[src/rtl/instruction_fetch_unit_if.sv]
// Bus between the fetch stage and its neighbours: redirect/hazard controls,
// instruction memory port and the IF/ID pipeline register outputs.
// FETCH_PERF_EN adds the FetchCount/BubbleCount performance counters.
interface instruction_fetch_unit_if;
  logic        Stall;
  logic        Flush;
  logic        BranchTaken;
  logic [31:0] BranchTarget;
  logic        JumpReg;
  logic [31:0] JumpRegTarget;
  logic        Jump;
  logic [31:0] JumpTarget;
  logic [31:0] IMemAddress;
  logic [31:0] IMemInstruction;
  logic [31:0] PCOut;
  logic [31:0] InstructionID;
  logic [31:0] PCPlus4ID;
  logic        ValidID;
`ifdef FETCH_PERF_EN
  logic [31:0] FetchCount;
  logic [31:0] BubbleCount;

  modport master (
    output Stall, Flush, BranchTaken, BranchTarget, JumpReg, JumpRegTarget,
           Jump, JumpTarget, IMemInstruction,
    input  IMemAddress, PCOut, InstructionID, PCPlus4ID, ValidID,
           FetchCount, BubbleCount
  );

  modport slave (
    input  Stall, Flush, BranchTaken, BranchTarget, JumpReg, JumpRegTarget,
           Jump, JumpTarget, IMemInstruction,
    output IMemAddress, PCOut, InstructionID, PCPlus4ID, ValidID,
           FetchCount, BubbleCount
  );
`else
  modport master (
    output Stall, Flush, BranchTaken, BranchTarget, JumpReg, JumpRegTarget,
           Jump, JumpTarget, IMemInstruction,
    input  IMemAddress, PCOut, InstructionID, PCPlus4ID, ValidID
  );

  modport slave (
    input  Stall, Flush, BranchTaken, BranchTarget, JumpReg, JumpRegTarget,
           Jump, JumpTarget, IMemInstruction,
    output IMemAddress, PCOut, InstructionID, PCPlus4ID, ValidID
  );
`endif
endinterface

[src/rtl/instruction_fetch_unit.sv]
// Instruction fetch stage: holds the PC, drives the combinational instruction
// memory address and registers the returned word into IF/ID.
// Redirect priority: BranchTaken > JumpReg > Jump > Stall > PC+4.
// Optional macro FETCH_PERF_EN adds fetch/bubble performance counters.
module instruction_fetch_unit #(
  parameter logic [31:0] RESET_PC = 32'h0000_0000,
  parameter logic [31:0] NOP_WORD = 32'h0000_0000
) (
  input logic                    Clk,
  input logic                    Reset,
  instruction_fetch_unit_if.slave bus
);

  logic [31:0] pc;
  logic [31:0] pc_plus4;
  logic [31:0] next_pc;
  logic        redirect;
  logic        bubble;
  logic        load;
  logic [31:0] instr_id;
  logic [31:0] pc_plus4_id;
  logic        valid_id;

  assign pc_plus4 = pc + 32'd4;
  assign redirect = bus.BranchTaken | bus.JumpReg | bus.Jump;
  assign bubble   = bus.Flush | redirect;
  assign load     = ~bubble & ~bus.Stall;

  // Next PC selection; loaded targets are forced word-aligned.
  always_comb begin
    next_pc = pc_plus4;
    if (bus.BranchTaken)  next_pc = {bus.BranchTarget[31:2], 2'b00};
    else if (bus.JumpReg) next_pc = {bus.JumpRegTarget[31:2], 2'b00};
    else if (bus.Jump)    next_pc = {bus.JumpTarget[31:2], 2'b00};
    else if (bus.Stall)   next_pc = pc;
  end

  // PC register.
  always_ff @(posedge Clk) begin
    if (Reset) pc <= RESET_PC;
    else       pc <= next_pc;
  end

  // IF/ID pipeline register: bubble on flush/redirect, hold on stall.
  always_ff @(posedge Clk) begin
    if (Reset || bubble) begin
      instr_id    <= NOP_WORD;
      pc_plus4_id <= '0;
      valid_id    <= 1'b0;
    end else if (load) begin
      instr_id    <= bus.IMemInstruction;
      pc_plus4_id <= pc_plus4;
      valid_id    <= 1'b1;
    end
  end

  assign bus.IMemAddress   = pc;
  assign bus.PCOut         = pc;
  assign bus.InstructionID = instr_id;
  assign bus.PCPlus4ID     = pc_plus4_id;
  assign bus.ValidID       = valid_id;

`ifdef FETCH_PERF_EN
  logic [31:0] fetch_count;
  logic [31:0] bubble_count;

  // Count IF/ID loads of valid words and of bubbles; stalled cycles count neither.
  always_ff @(posedge Clk) begin
    if (Reset) begin
      fetch_count  <= '0;
      bubble_count <= '0;
    end else if (bubble) begin
      bubble_count <= bubble_count + 32'd1;
    end else if (load) begin
      fetch_count  <= fetch_count + 32'd1;
    end
  end

  assign bus.FetchCount  = fetch_count;
  assign bus.BubbleCount = bubble_count;
`endif

endmodule

[src/flat_wrapper.sv]
// flat-port wrapper written by rule: the top's interface ports become plain ports
module instruction_fetch_unit_flat 
#(
  parameter logic [31:0] RESET_PC = 32'h0000_0000,
  parameter logic [31:0] NOP_WORD = 32'h0000_0000
)
  (Clk, Reset, bus_Stall, bus_Flush, bus_BranchTaken, bus_BranchTarget, bus_JumpReg, bus_JumpRegTarget, bus_Jump, bus_JumpTarget, bus_IMemInstruction, bus_IMemAddress, bus_PCOut, bus_InstructionID, bus_PCPlus4ID, bus_ValidID);
  instruction_fetch_unit_if bus_i ();
  input logic Clk;
  input logic Reset;
  input wire logic [$bits(bus_i.Stall)-1:0] bus_Stall;
  input wire logic [$bits(bus_i.Flush)-1:0] bus_Flush;
  input wire logic [$bits(bus_i.BranchTaken)-1:0] bus_BranchTaken;
  input wire logic [$bits(bus_i.BranchTarget)-1:0] bus_BranchTarget;
  input wire logic [$bits(bus_i.JumpReg)-1:0] bus_JumpReg;
  input wire logic [$bits(bus_i.JumpRegTarget)-1:0] bus_JumpRegTarget;
  input wire logic [$bits(bus_i.Jump)-1:0] bus_Jump;
  input wire logic [$bits(bus_i.JumpTarget)-1:0] bus_JumpTarget;
  input wire logic [$bits(bus_i.IMemInstruction)-1:0] bus_IMemInstruction;
  output wire logic [$bits(bus_i.IMemAddress)-1:0] bus_IMemAddress;
  output wire logic [$bits(bus_i.PCOut)-1:0] bus_PCOut;
  output wire logic [$bits(bus_i.InstructionID)-1:0] bus_InstructionID;
  output wire logic [$bits(bus_i.PCPlus4ID)-1:0] bus_PCPlus4ID;
  output wire logic [$bits(bus_i.ValidID)-1:0] bus_ValidID;
  assign bus_i.Stall = bus_Stall;
  assign bus_i.Flush = bus_Flush;
  assign bus_i.BranchTaken = bus_BranchTaken;
  assign bus_i.BranchTarget = bus_BranchTarget;
  assign bus_i.JumpReg = bus_JumpReg;
  assign bus_i.JumpRegTarget = bus_JumpRegTarget;
  assign bus_i.Jump = bus_Jump;
  assign bus_i.JumpTarget = bus_JumpTarget;
  assign bus_i.IMemInstruction = bus_IMemInstruction;
  assign bus_IMemAddress = bus_i.IMemAddress;
  assign bus_PCOut = bus_i.PCOut;
  assign bus_InstructionID = bus_i.InstructionID;
  assign bus_PCPlus4ID = bus_i.PCPlus4ID;
  assign bus_ValidID = bus_i.ValidID;
  instruction_fetch_unit #(.RESET_PC(RESET_PC), .NOP_WORD(NOP_WORD)) u_core (.Clk(Clk), .Reset(Reset), .bus(bus_i));
endmodule
[config.mk]
export PLATFORM = sky130hd
export DESIGN_NAME = instruction_fetch_unit_flat
export DESIGN_NICKNAME = d
export VERILOG_FILES = /design/src/rtl/instruction_fetch_unit_if.sv /design/src/rtl/instruction_fetch_unit.sv /design/src/flat_wrapper.sv
export SDC_FILE = /design/constraint.sdc
export NUM_CORES = 1
export LEC_CHECK = 0
export CELL_PAD_IN_SITES_DETAIL_PLACEMENT = 1
export CELL_PAD_IN_SITES_GLOBAL_PLACEMENT = 2
export CORE_UTILIZATION = 20
export DETAILED_ROUTE_END_ITERATION = 6
export PLACE_DENSITY_LB_ADDON = 0.1
export REMOVE_ABC_BUFFERS = 1
export SETUP_SLACK_MARGIN = 0.05
export SLEW_MARGIN = 20
export SYNTH_ARGS = -nofsm -noshare
export SYNTH_HDL_FRONTEND = slang
export SYNTH_SLANG_ARGS = --single-unit
[constraint.sdc]
create_clock -name Clk -period 2 [get_ports Clk]
set_clock_uncertainty 0.1 [all_clocks]
set_input_delay 0.4 -clock Clk [delete_from_list [all_inputs] [get_ports Clk]]
set_output_delay 0.4 -clock Clk [all_outputs]
set_load 0.03 [all_outputs]
==> results of run 1 <==
[worst register-to-register path, cell delays in order, from the launching register on]
cell and delay, ps:
dfxtp_1 360, and4_4 290, nand4_4 120, or4_4 580
a31o_1 250, a22o_1 180
[final timing paths]
kind	start	end	slack [ps]	cells past startpoint
max	u_core.bus.IMemAddress[7]	u_core.bus.IMemAddress[25]	20	5
min	bus_Stall	u_core.bus.PCPlus4ID[19]	310	2
max reg2reg	u_core.bus.IMemAddress[7]	u_core.bus.IMemAddress[25]	20	5
min reg2reg	u_core.bus.ValidID	u_core.bus.ValidID	350	2
[per-stage QoR]
step | power (W) | cells | hold WS, ps | util, %
after global placement | 0.00348 | 1238 | 336 | 33.5
after global routing | 0.00557 | 1257 | 321 | 35.2
after CTS | 0.00539 | 1255 | 303 | 34.8
final | 0.00531 | 1257 | 315 | 35.2
after floorplan | 0.00260 | 545 | 369 | -
after detailed placement | 0.00350 | 1238 | 345 | 33.5
[placed cells by master (no fill, tap or decap), types with 4 or more instances in the layout]
| cell type | synthesis | routed |
|---|---|---|
| nor4_4 | 0 | 5 |
| a31oi_1 | 4 | 4 |
| dfxtp_2 | 0 | 7 |
| mux2i_1 | 50 | 50 |
| a21oi_1 | 24 | 24 |
| nand2b_1 | 4 | 4 |
| nor3_1 | 18 | 18 |
| buf_12 | 0 | 11 |
| xor2_1 | 15 | 14 |
| inv_1 | 26 | 26 |
| o21ai_0 | 20 | 19 |
| a22oi_1 | 4 | 4 |
| dfxtp_4 | 0 | 5 |
| nand2_1 | 30 | 29 |
| nand3_1 | 17 | 15 |
| a211oi_1 | 7 | 6 |
| a221oi_1 | 22 | 21 |
| conb_1 | 1 | 6 |
| o32ai_1 | 4 | 4 |
| and4_4 | 1 | 4 |
| o31ai_1 | 6 | 5 |
| nor2b_1 | 5 | 5 |
| a221oi_2 | 3 | 4 |
| xnor2_1 | 13 | 13 |
| a22o_1 | 5 | 5 |
| nor2_1 | 72 | 70 |
| a31o_2 | 4 | 4 |
| nand4_1 | 8 | 8 |
| o21a_1 | 9 | 9 |
| and3_1 | 10 | 10 |
| clkdlybuf4s50_1 | 0 | 184 |
| dlygate4sd2_1 | 0 | 62 |
| clkbuf_16 | 0 | 9 |
| o22ai_1 | 9 | 9 |
| buf_4 | 38 | 98 |
| dfxtp_1 | 93 | 81 |
[power by group through the flow]
stage	clock network (W)	logic (W)	registers, W
5_1_grt	0.00207	0.00151	0.00200
2_1_floorplan	0	0.000314	0.00228
4_1_cts	0.00198	0.00142	0.00198
6_report	0.00191	0.00141	0.00199
3_5_place_dp	0	0.00148	0.00202
3_3_place_gp	0	0.00146	0.00202
[synthesized netlist by cell type, types with 3 or more instances]
cell type,n,share of area [%]
o32ai_1,4,0.66
a211oi_1,7,0.99
a221oi_2,3,0.85
o22ai_1,9,1.1
and3_1,10,1.2
mux2i_1,50,9.5
xnor2_1,13,2.2
nor4_1,3,0.35
xor2_1,15,2.5
nor3_1,18,1.7
clkbuf_1,33,2.3
a22oi_1,4,0.57
inv_1,26,1.8
nand4_1,8,0.95
dfxtp_1,93,35
nor2_1,72,5.1
o21a_1,9,1.3
a31oi_1,4,0.47
nand3_1,17,1.6
a22o_1,5,0.83
a31o_2,4,0.66
o31ai_1,6,0.85
buf_2,10,0.95
a2111oi_0,5,0.83
a221oi_1,22,3.6
buf_4,38,5.4
a221o_1,3,0.57
nand2b_1,4,0.47
o21ai_0,20,1.9
nand2_1,30,2.1
a21oi_1,24,2.3
nor4_2,4,0.95
buf_1,4,0.28
and4_1,5,0.83
nor3b_1,3,0.43
nor2b_1,5,0.59
[logic make-up (layout without fill, tap and decap cells)]
group | Yosys count | after routing | share of synthesized area, %
AND/OR/NAND/NOR | 195 | 195 | 19.3
AO/OA/AOI/OAI | 143 | 143 | 19.7
buffers and inverters | 113 | 404 | 11.0
flip-flops | 93 | 93 | 35.2
multiplexers | 52 | 52 | 9.89
XOR/XNOR | 28 | 28 | 4.64
adder cells (fa/ha/maj) | 1 | 1 | 0.237
other | 1 | 6 | 0.0709
[sequential cells by signal (all words and copies together), names as in the netlist]
| signal | cells |
|---|---|
| u_core.bus.ValidID | 1 |
| u_core.bus.IMemAddress | 30 |
| u_core.bus.PCPlus4ID | 30 |
| u_core.bus.InstructionID | 32 |
[final cells by class]
class / count / area (um2)
Tap cell: 335 / 419
Inverter: 27 / 101
Multi-Input combinational cell: 425 / 3030
Timing Repair Buffer: 361 / 3400
Clock inverter: 7 / 96.3
Fill cell: 3042 / 16800
Clock buffer: 9 / 225
Sequential cell: 93 / 1890
[per-layer routing]
layer	global-route usage, %	vias up	routed length (um)	share of wire (%)
met5	0	-	0	0
met4	4.42	0	335	1.4
met3	3.19	17	1490	6.1
met2	30.7	211	11600	48
met1	23.2	2816	10900	45
li1	-	2795	-	-
[timing repair]
item,in CTS,in global routing
gates cloned,0,0
endpoints found under the setup margin,143,25
pin swaps,5,8
gates resized for setup,85,28
setup buffers,1,2
==> results.ini, run 1 <==
[setup_path]
critical_path.top_delay_family = simple AND/OR/NAND/NOR gates
startpoint_type = register
end_kind = register
worst_path_max_delay_cell = or4_4
path_cells = and4_4, nand4_4, or4_4, a31o_1, a22o_1
critPathArrivalTime_ps = 2120
critical_path_class = register to register
critPathBufInv = 0
required_ps = 2140
cp_max_fo = 4
cp_slowest_stage_delay_ps = 580

[sta]
slew_headroom_pct = 63.3
setup_tns_ps = 0
setup_viol = 0
fmax_mhz = 505
min_period_over_period_pct = 99.0
hold_viol_final = 0
worst_pin_slew_ps = 547
layout_min_cycle_time_ps = 1980
worst_slack_ps = 19.3
rsz0062_at_grt = yes
drv_slew = 0

[floorplan]
chipWidth_um = 165
placementRows = 59
ios = 264
core_area_um2 = 26000
initial_core_util_pct = 20.4
die_h_um = 165
dieArea_um2 = 27100

[yosys]
synth_edf_count = 0
synth.avg_cell_area_um2 = 8.45
synth_cell_types = 65
synth_area_um2 = 5290
synth_cells = 626
synth_flop_cell = dfxtp_1
ys_ff_latch = 93
yosysSeqAreaShare_pct = 35.2
synthArstFlopShare_pct = 0
synth_warnings = 0

[clocking]
clkTransAtPathRegs_ps = 70
clock-root-buffer = clkbuf_16
cts_buffers = 9
cts_tree = built
cts.path.max_buffers = 2
cts.sinks = 93
cts.htree.levels = 3
ctsHoldBuffers = 0
clkLatencyLatePin_ps = 350

[pwr]
combPwrFrac_pct = 26.6
power_frac_seq_pct = 37.4
ir_drop_mv = 0.418
power_switching_w = 0.00163
swShare_pct = 30.8
power.clock.fraction_pct = 36.0
powerDensity_nw_per_um2 = 580
intPower_w = 0.00368
p_leak_nw = 3.76

[placed_design]
post-place-ws_ps = -569
placed_area_um2 = 8710
hpwl_um = 19100
port_buffers = 251
routabilityCongestion = 0.797

[routing]
num_vias = 5839
drc = 0
drtAntennaViolNets = 0
drt_pre_antenna_iters = 4
drtIter0Drc = 246
wire_per_inst_um = 19.4
via_per_inst = 4.65
wirelength_um = 24400

[layout]
fin_nets = 1053
syn_to_final_growth_pct = 73.1
diodes = 0
drive_gt1_share_pct = 19.7
fin_area_um2 = 9160

[global_route]
grt_pass1_wl_um = 36200
antenna_found_initial = 0
grt_max_degree = 33
grt_pass1_vias = 6247
overflow = 0
grt_usage_pct = 18.0

[status]
outcome = finished clean

[flow_run]
max-cap-violations = 0

[min_path]
holdCritPathClass = primary input to register

Power figures use the tool's default switching activity.
==> inputs of run 2 (changes only) <==
--- a/config.mk
+++ b/config.mk
@@ -11,7 +11,6 @@
 export DETAILED_ROUTE_END_ITERATION = 6
 export PLACE_DENSITY_LB_ADDON = 0.1
 export REMOVE_ABC_BUFFERS = 1
-export SETUP_SLACK_MARGIN = 0.05
 export SLEW_MARGIN = 20
 export SYNTH_ARGS = -nofsm -noshare
 export SYNTH_HDL_FRONTEND = slang
==> run 2 against run 1 <==
  * Utilization down 0.27 points
  * Design area down 0.78%
  * Global-route usage about the same
  * Routed wire length about the same
  * Critical path depth unchanged
  * Largest cell class unchanged
  * Non-clock buffer count down 3
  * Hold slack about the same
  * Sequential power about the same
  * Die area unchanged
==> results.ini, run 2 (synthesized netlist as in run 1, its figures left out) <==
[routing]
wirelength_um = 24400  ; about the same
drc = 0  ; unchanged
drtAntennaViolNets = 0  ; unchanged
drt_pre_antenna_iters = 4  ; unchanged
via_per_inst = 4.63  ; -0.22%
num_vias = 5812  ; -0.46%
drtIter0Drc = 243  ; -1.2%
wire_per_inst_um = 19.4  ; +0.21%

[floorplan]
core_area_um2 = 26000  ; unchanged
chipWidth_um = 165  ; unchanged
dieArea_um2 = 27100  ; unchanged
initial_core_util_pct = 20.4  ; unchanged
placementRows = 59  ; unchanged
die_h_um = 165  ; unchanged
ios = 264  ; unchanged

[sta]
slew_headroom_pct = 63.6  ; +0.32 points
rsz0062_at_grt = yes
hold_viol_final = 0  ; unchanged
setup_viol = 0  ; unchanged
layout_min_cycle_time_ps = 1990  ; +11.4 ps
worst_pin_slew_ps = 542  ; -4.72 ps
worst_slack_ps = 7.86  ; -11.4 ps
min_period_over_period_pct = 99.6  ; +0.57 points
drv_slew = 0  ; unchanged
setup_tns_ps = 0  ; unchanged
fmax_mhz = 502  ; -0.57%

[pwr]
powerDensity_nw_per_um2 = 584  ; +0.66%
p_leak_nw = 3.69  ; -1.8%
p_total_w = 0.00531  ; -0.12%
ir_drop_mv = 0.420  ; +0.46%

[min_path]
holdCritPathClass = primary input to register

[global_route]
grt_max_degree = 33  ; unchanged
busiest_layer = met2
met3_usage_pct = 3.19  ; unchanged
overflow = 0  ; unchanged
grt_pass1_wl_um = 36100  ; -0.32%
antenna_found_initial = 0  ; unchanged
grt_usage_pct = 17.9  ; -0.048 points
met2_usage_pct = 30.6  ; -0.057 points
grt_pass1_vias = 6235  ; -0.19%
use_met1_pct = 23.3  ; about the same

[flow_run]
max-cap-violations = 0  ; unchanged

[layout]
drive_gt1_share_pct = 18.6  ; -1.1 points
mostFrequentLayoutCells = clkdlybuf4s50_1, buf_4, dfxtp_1
ff_latch_area_um2 = 1870  ; -0.79%
num-fill-cells = 3037  ; -0.16%
multi_input_area_um2 = 2990  ; -1.1%
diodes = 0  ; unchanged
instances_no_fill = 1254  ; -0.24%
syn_to_final_growth_pct = 71.8
largest_reg_flops = 32  ; unchanged
fin_nets = 1050  ; -0.28%
fin_area_um2 = 9090  ; -0.78%
mostFrequentLayoutCell = clkdlybuf4s50_1

[placed_design]
dpl.cell_count = 1238  ; unchanged
post-place-ws_ps = -569  ; unchanged
hpwl_um = 19100  ; unchanged
placed_area_um2 = 8710  ; unchanged
routabilityCongestion = 0.797  ; unchanged
port_buffers = 251  ; unchanged

[setup_path]
critPathArrivalTime_ps = 2130  ; about the same
startpoint_type = register
end_kind = register
critical_path_class = register to register
required_ps = 2140  ; about the same
cp_max_fo = 4  ; unchanged

[status]
outcome = finished clean

[clocking]
cts.sinks = 93  ; unchanged
cts_setup_buffers = 0  ; -1
cts_buffers = 9  ; unchanged
clock-root-buffer = clkbuf_16
cts.htree.levels = 3  ; unchanged
clkLatencyLatePin_ps = 350  ; about the same
cts.path.max_buffers = 2  ; unchanged
clkTransAtPathRegs_ps = 70  ; about the same
cts_tree = built

==> run 2: cell count changes in the layout (fill, tap and decap cells not counted), moves of 2 or more <==
cell	before	now
dfxtp_1	81	85
dfxtp_4	5	1
clkdlybuf4s50_1	184	187
dlygate4sd2_1	62	59
a2111oi_1	2	0
and4_1	1	3
buf_4	98	96
nor4_4	5	3
==> run 2: per-stage QoR <==
step | utilization [%] | hold WS [ps]
global route | 35.0 | 321
CTS | 34.7 | 303
detailed placement | 33.5 | 345
floorplan | - | 369
finish | 35.0 | 314
global placement | 33.5 | 336
==> run 2: routing by layer <==
metal / up-vias / part of all wire, %
met4: 0 / 1.2
met3: 15 / 5.9
li1: 2793 / -
met2: 205 / 48
met5: - / 0
met1: 2799 / 45
==> run 2: final timing paths <==
path                                                 from                    endpoint  slack, ps  cells past startpoint
worst min-delay path                            bus_Stall    u_core.bus.PCPlus4ID[19]        310                      2
worst max-delay path            u_core.bus.IMemAddress[7]  u_core.bus.IMemAddress[25]          8                      5
worst min register to register         u_core.bus.ValidID          u_core.bus.ValidID        350                      2
worst max register to register  u_core.bus.IMemAddress[7]  u_core.bus.IMemAddress[25]          8                      5
==> run 2: critical path, cell delays in order (launching register included) <==
cell and delay [ps]:
dfxtp_1 350, and4_4 290, nand4_4 130, or4_4 580
a31o_1 250, a22o_1 180
==> run 2: final cells by class <==
type                            instances  share of cell area, %
Multi-Input combinational cell        425                   33.0
Clock buffer                            9                   2.48
Sequential cell                        93                   20.6
Clock inverter                          7                   1.06
Tap cell                              335                   4.61
Timing Repair Buffer                  358                   37.2
Inverter                               27                   1.12
==> run 2: what timing repair did <==
item                                    4_1_cts  5_1_grt
cloned                                        0        0
hold buffers                                  0        0
endpoints found under the setup margin      137       17
pin swaps                                     2        3
resized for setup                            75       18
==> run 2: power breakdown <==
part,leakage [nW],internal (W),total (W),switching (W)
combinational,2.77,0.000658,0.00141,0.000750
clock,0.160,0.00110,0.00191,0.000807
sequential,0.760,0.00192,0.00199,0.0000711
==> inputs of run 3 (changes only) <==
--- a/config.mk
+++ b/config.mk
@@ -9,7 +9,8 @@
 export CELL_PAD_IN_SITES_GLOBAL_PLACEMENT = 2
 export CORE_UTILIZATION = 20
 export DETAILED_ROUTE_END_ITERATION = 6
-export PLACE_DENSITY_LB_ADDON = 0.1
+export MAX_ROUTING_LAYER = met4
+export PLACE_DENSITY_LB_ADDON = 0.2
 export REMOVE_ABC_BUFFERS = 1
 export SLEW_MARGIN = 20
 export SYNTH_ARGS = -nofsm -noshare
==> run 3 against run 2 <==
  * Design area is 0.15% lower
  * Cell count is 0.64% higher
  * Non-clock buffer count is 6 higher
  * Fmax is 2.5% higher
  * Combinational power hardly changed
  * Critical path type is now register to output pin
  * Largest cell class unchanged
  * Largest power group is now clock
==> results.ini, run 3 (synthesized netlist as in run 1, its figures left out) <==
[status]
outcome = finished clean

[setup_path]
cp_slowest_stage_delay_ps = 700  ; +120 ps
reg2reg_to = u_core.bus.IMemAddress[25]
critical_path_class = register to output pin
reg2regPathDepth = 5  ; unchanged
critical_path.top_delay_family = buffers and inverters
rrSetupSlack_ps = 60  ; +50 ps
critPathArrivalTime_ps = 1440  ; -690 ps
rr_startpoint = u_core.bus.IMemAddress[8]
cp_max_fo = 2  ; -2
end_kind = output pin
critPathBufInv = 1  ; +1
required_ps = 1500  ; -640 ps
worst_path_max_delay_cell = clkdlybuf4s50_1
path_cells = clkdlybuf4s50_1
startpoint_type = register

[layout]
syn_to_final_growth_pct = 71.5
largest_reg_flops = 32  ; unchanged
mostFrequentLayoutCells = clkdlybuf4s50_1, buf_4, dfxtp_1
drive_gt1_share_pct = 19.1  ; +0.53 points
fin_nets = 1056  ; +0.57%
mostFrequentLayoutCell = clkdlybuf4s50_1

[sta]
fmax_mhz = 515  ; +2.5%
setup_viol = 0  ; unchanged
worst_slack_ps = 56.7  ; +48.9 ps
hold_viol_final = 0  ; unchanged
worst_pin_slew_ps = 540  ; -1.65 ps
min_period_over_period_pct = 97.2  ; -2.4 points
drv_slew = 0  ; unchanged
rsz0062_at_grt = yes
layout_min_cycle_time_ps = 1940  ; -48.9 ps
slew_headroom_pct = 64.0  ; +0.38 points

[floorplan]
initial_core_util_pct = 20.4  ; unchanged
placementRows = 59  ; unchanged
dieArea_um2 = 27100  ; unchanged
ios = 264  ; unchanged
core_area_um2 = 26000  ; unchanged
die_h_um = 165  ; unchanged
chipWidth_um = 165  ; unchanged

[global_route]
overflow = 0  ; unchanged
grt_usage_pct = 18.4  ; +0.50 points
grt_pass1_wl_um = 36100  ; +0.15%
antenna_found_initial = 1  ; +1
grt_max_degree = 48  ; +45%
grt_pass1_vias = 6198  ; -0.59%

[pwr]
combPwrFrac_pct = 25.7  ; -0.8 points
power.clock.fraction_pct = 37.8  ; +1.8 points
intPower_w = 0.00379  ; +3.2%
ir_drop_mv = 0.434  ; +3.3%
p_total_w = 0.00543  ; +2.4%
powerDensity_nw_per_um2 = 599  ; +2.5%
swShare_pct = 30.1  ; -0.57 points
power_switching_w = 0.00164  ; +0.47%
p_leak_nw = 3.68  ; -0.14%
power_frac_seq_pct = 36.6  ; -0.8 points

[clocking]
ctsHoldBuffers = 0  ; unchanged
cts_buffers = 9  ; unchanged
clock-root-buffer = clkbuf_16
cts.path.max_buffers = 2  ; unchanged
clkTransAtPathRegs_ps = 70  ; about the same
cts.htree.levels = 3  ; unchanged
cts_tree = built
clkLatencyLatePin_ps = 350  ; about the same
cts.sinks = 93  ; unchanged

[routing]
drt_pre_antenna_iters = 4  ; unchanged
wirelength_um = 24500  ; +0.26%
num_vias = 5807  ; -0.086%
wire_per_inst_um = 19.4  ; -0.38%
drtAntennaViolNets = 0  ; unchanged
via_per_inst = 4.60  ; -0.72%
drc = 0  ; unchanged
drtIter0Drc = 246  ; +1.2%

[min_path]
holdCritStartpoint = u_core.bus.ValidID
hold_path_depth = 2  ; unchanged
holdCritPathClass = register to register
min_to = u_core.bus.ValidID

[placed_design]
hpwl_um = 19100  ; about the same
port_buffers = 251  ; unchanged
routabilityCongestion = 0.827  ; +3.7%
post-place-ws_ps = -577  ; -8.46 ps

[flow_run]
max-cap-violations = 0  ; unchanged

[run 3: layout make-up]
class | instances | area, um2
Timing Repair Buffer | 364 | 3340
Inverter | 27 | 101
Tap cell | 335 | 419
Clock buffer | 9 | 225
Clock inverter | 7 | 123
Antenna cell | 2 | 5.00
Multi-Input combinational cell | 425 | 2980
Sequential cell | 93 | 1880
Fill cell | 3029 | 16900
[run 3: power groups by stage]
stage | Combinational, W | Clock [W] | Sequential (W)
2_1_floorplan | 0.000314 | 0 | 0.00228
3_3_place_gp | 0.00144 | 0 | 0.00202
3_5_place_dp | 0.00146 | 0 | 0.00202
4_1_cts | 0.00140 | 0.00212 | 0.00198
5_1_grt | 0.00149 | 0.00220 | 0.00200
6_report | 0.00139 | 0.00205 | 0.00199
[run 3: stage by stage]
step / TNS (ps) / util [%] / instances / hold slack [ps] / cell area (um2)
3_5_place_dp: -32410 / 33.3 / 1243 / 339 / 8640
5_1_grt: -18.0 / 34.9 / 1261 / 372 / 9070
4_1_cts: -79.0 / 34.5 / 1260 / 350 / 8970
2_1_floorplan: -29230 / - / 545 / 369 / 4830
3_3_place_gp: -27530 / 33.3 / 1243 / 334 / 8640
6_report: 0 / 34.9 / 1262 / 349 / 9070
[run 3: what timing repair did]
action	CTS	global route
setup buffers	1	0
endpoints found under the setup margin	98	27
gates resized for setup	76	26
pin swaps	1	4
[run 3: worst max-delay path by stage]
stage                                     startpoint                         end  slack [ps]  cells after the start
after floorplan           u_core.bus.IMemAddress[10]  u_core.bus.IMemAddress[25]        -520                      5
after global placement                      bus_Jump   u_core.bus.IMemAddress[9]        -470                      7
after detailed placement                    bus_Jump  u_core.bus.IMemAddress[22]        -580                      7
after CTS                                   bus_Jump   u_core.bus.IMemAddress[9]         -70                      7
after global routing       u_core.bus.IMemAddress[7]  u_core.bus.IMemAddress[16]         -20                      6
final                        u_core.bus.PCPlus4ID[7]            bus_PCPlus4ID[7]          60                      1
[run 3: metal layers]
metal  share of wire [%]  track usage, %
met5                   0               -
met4                 2.6            6.63
met3                 5.4            2.96
met2                  45            29.9
met1                  46            23.0
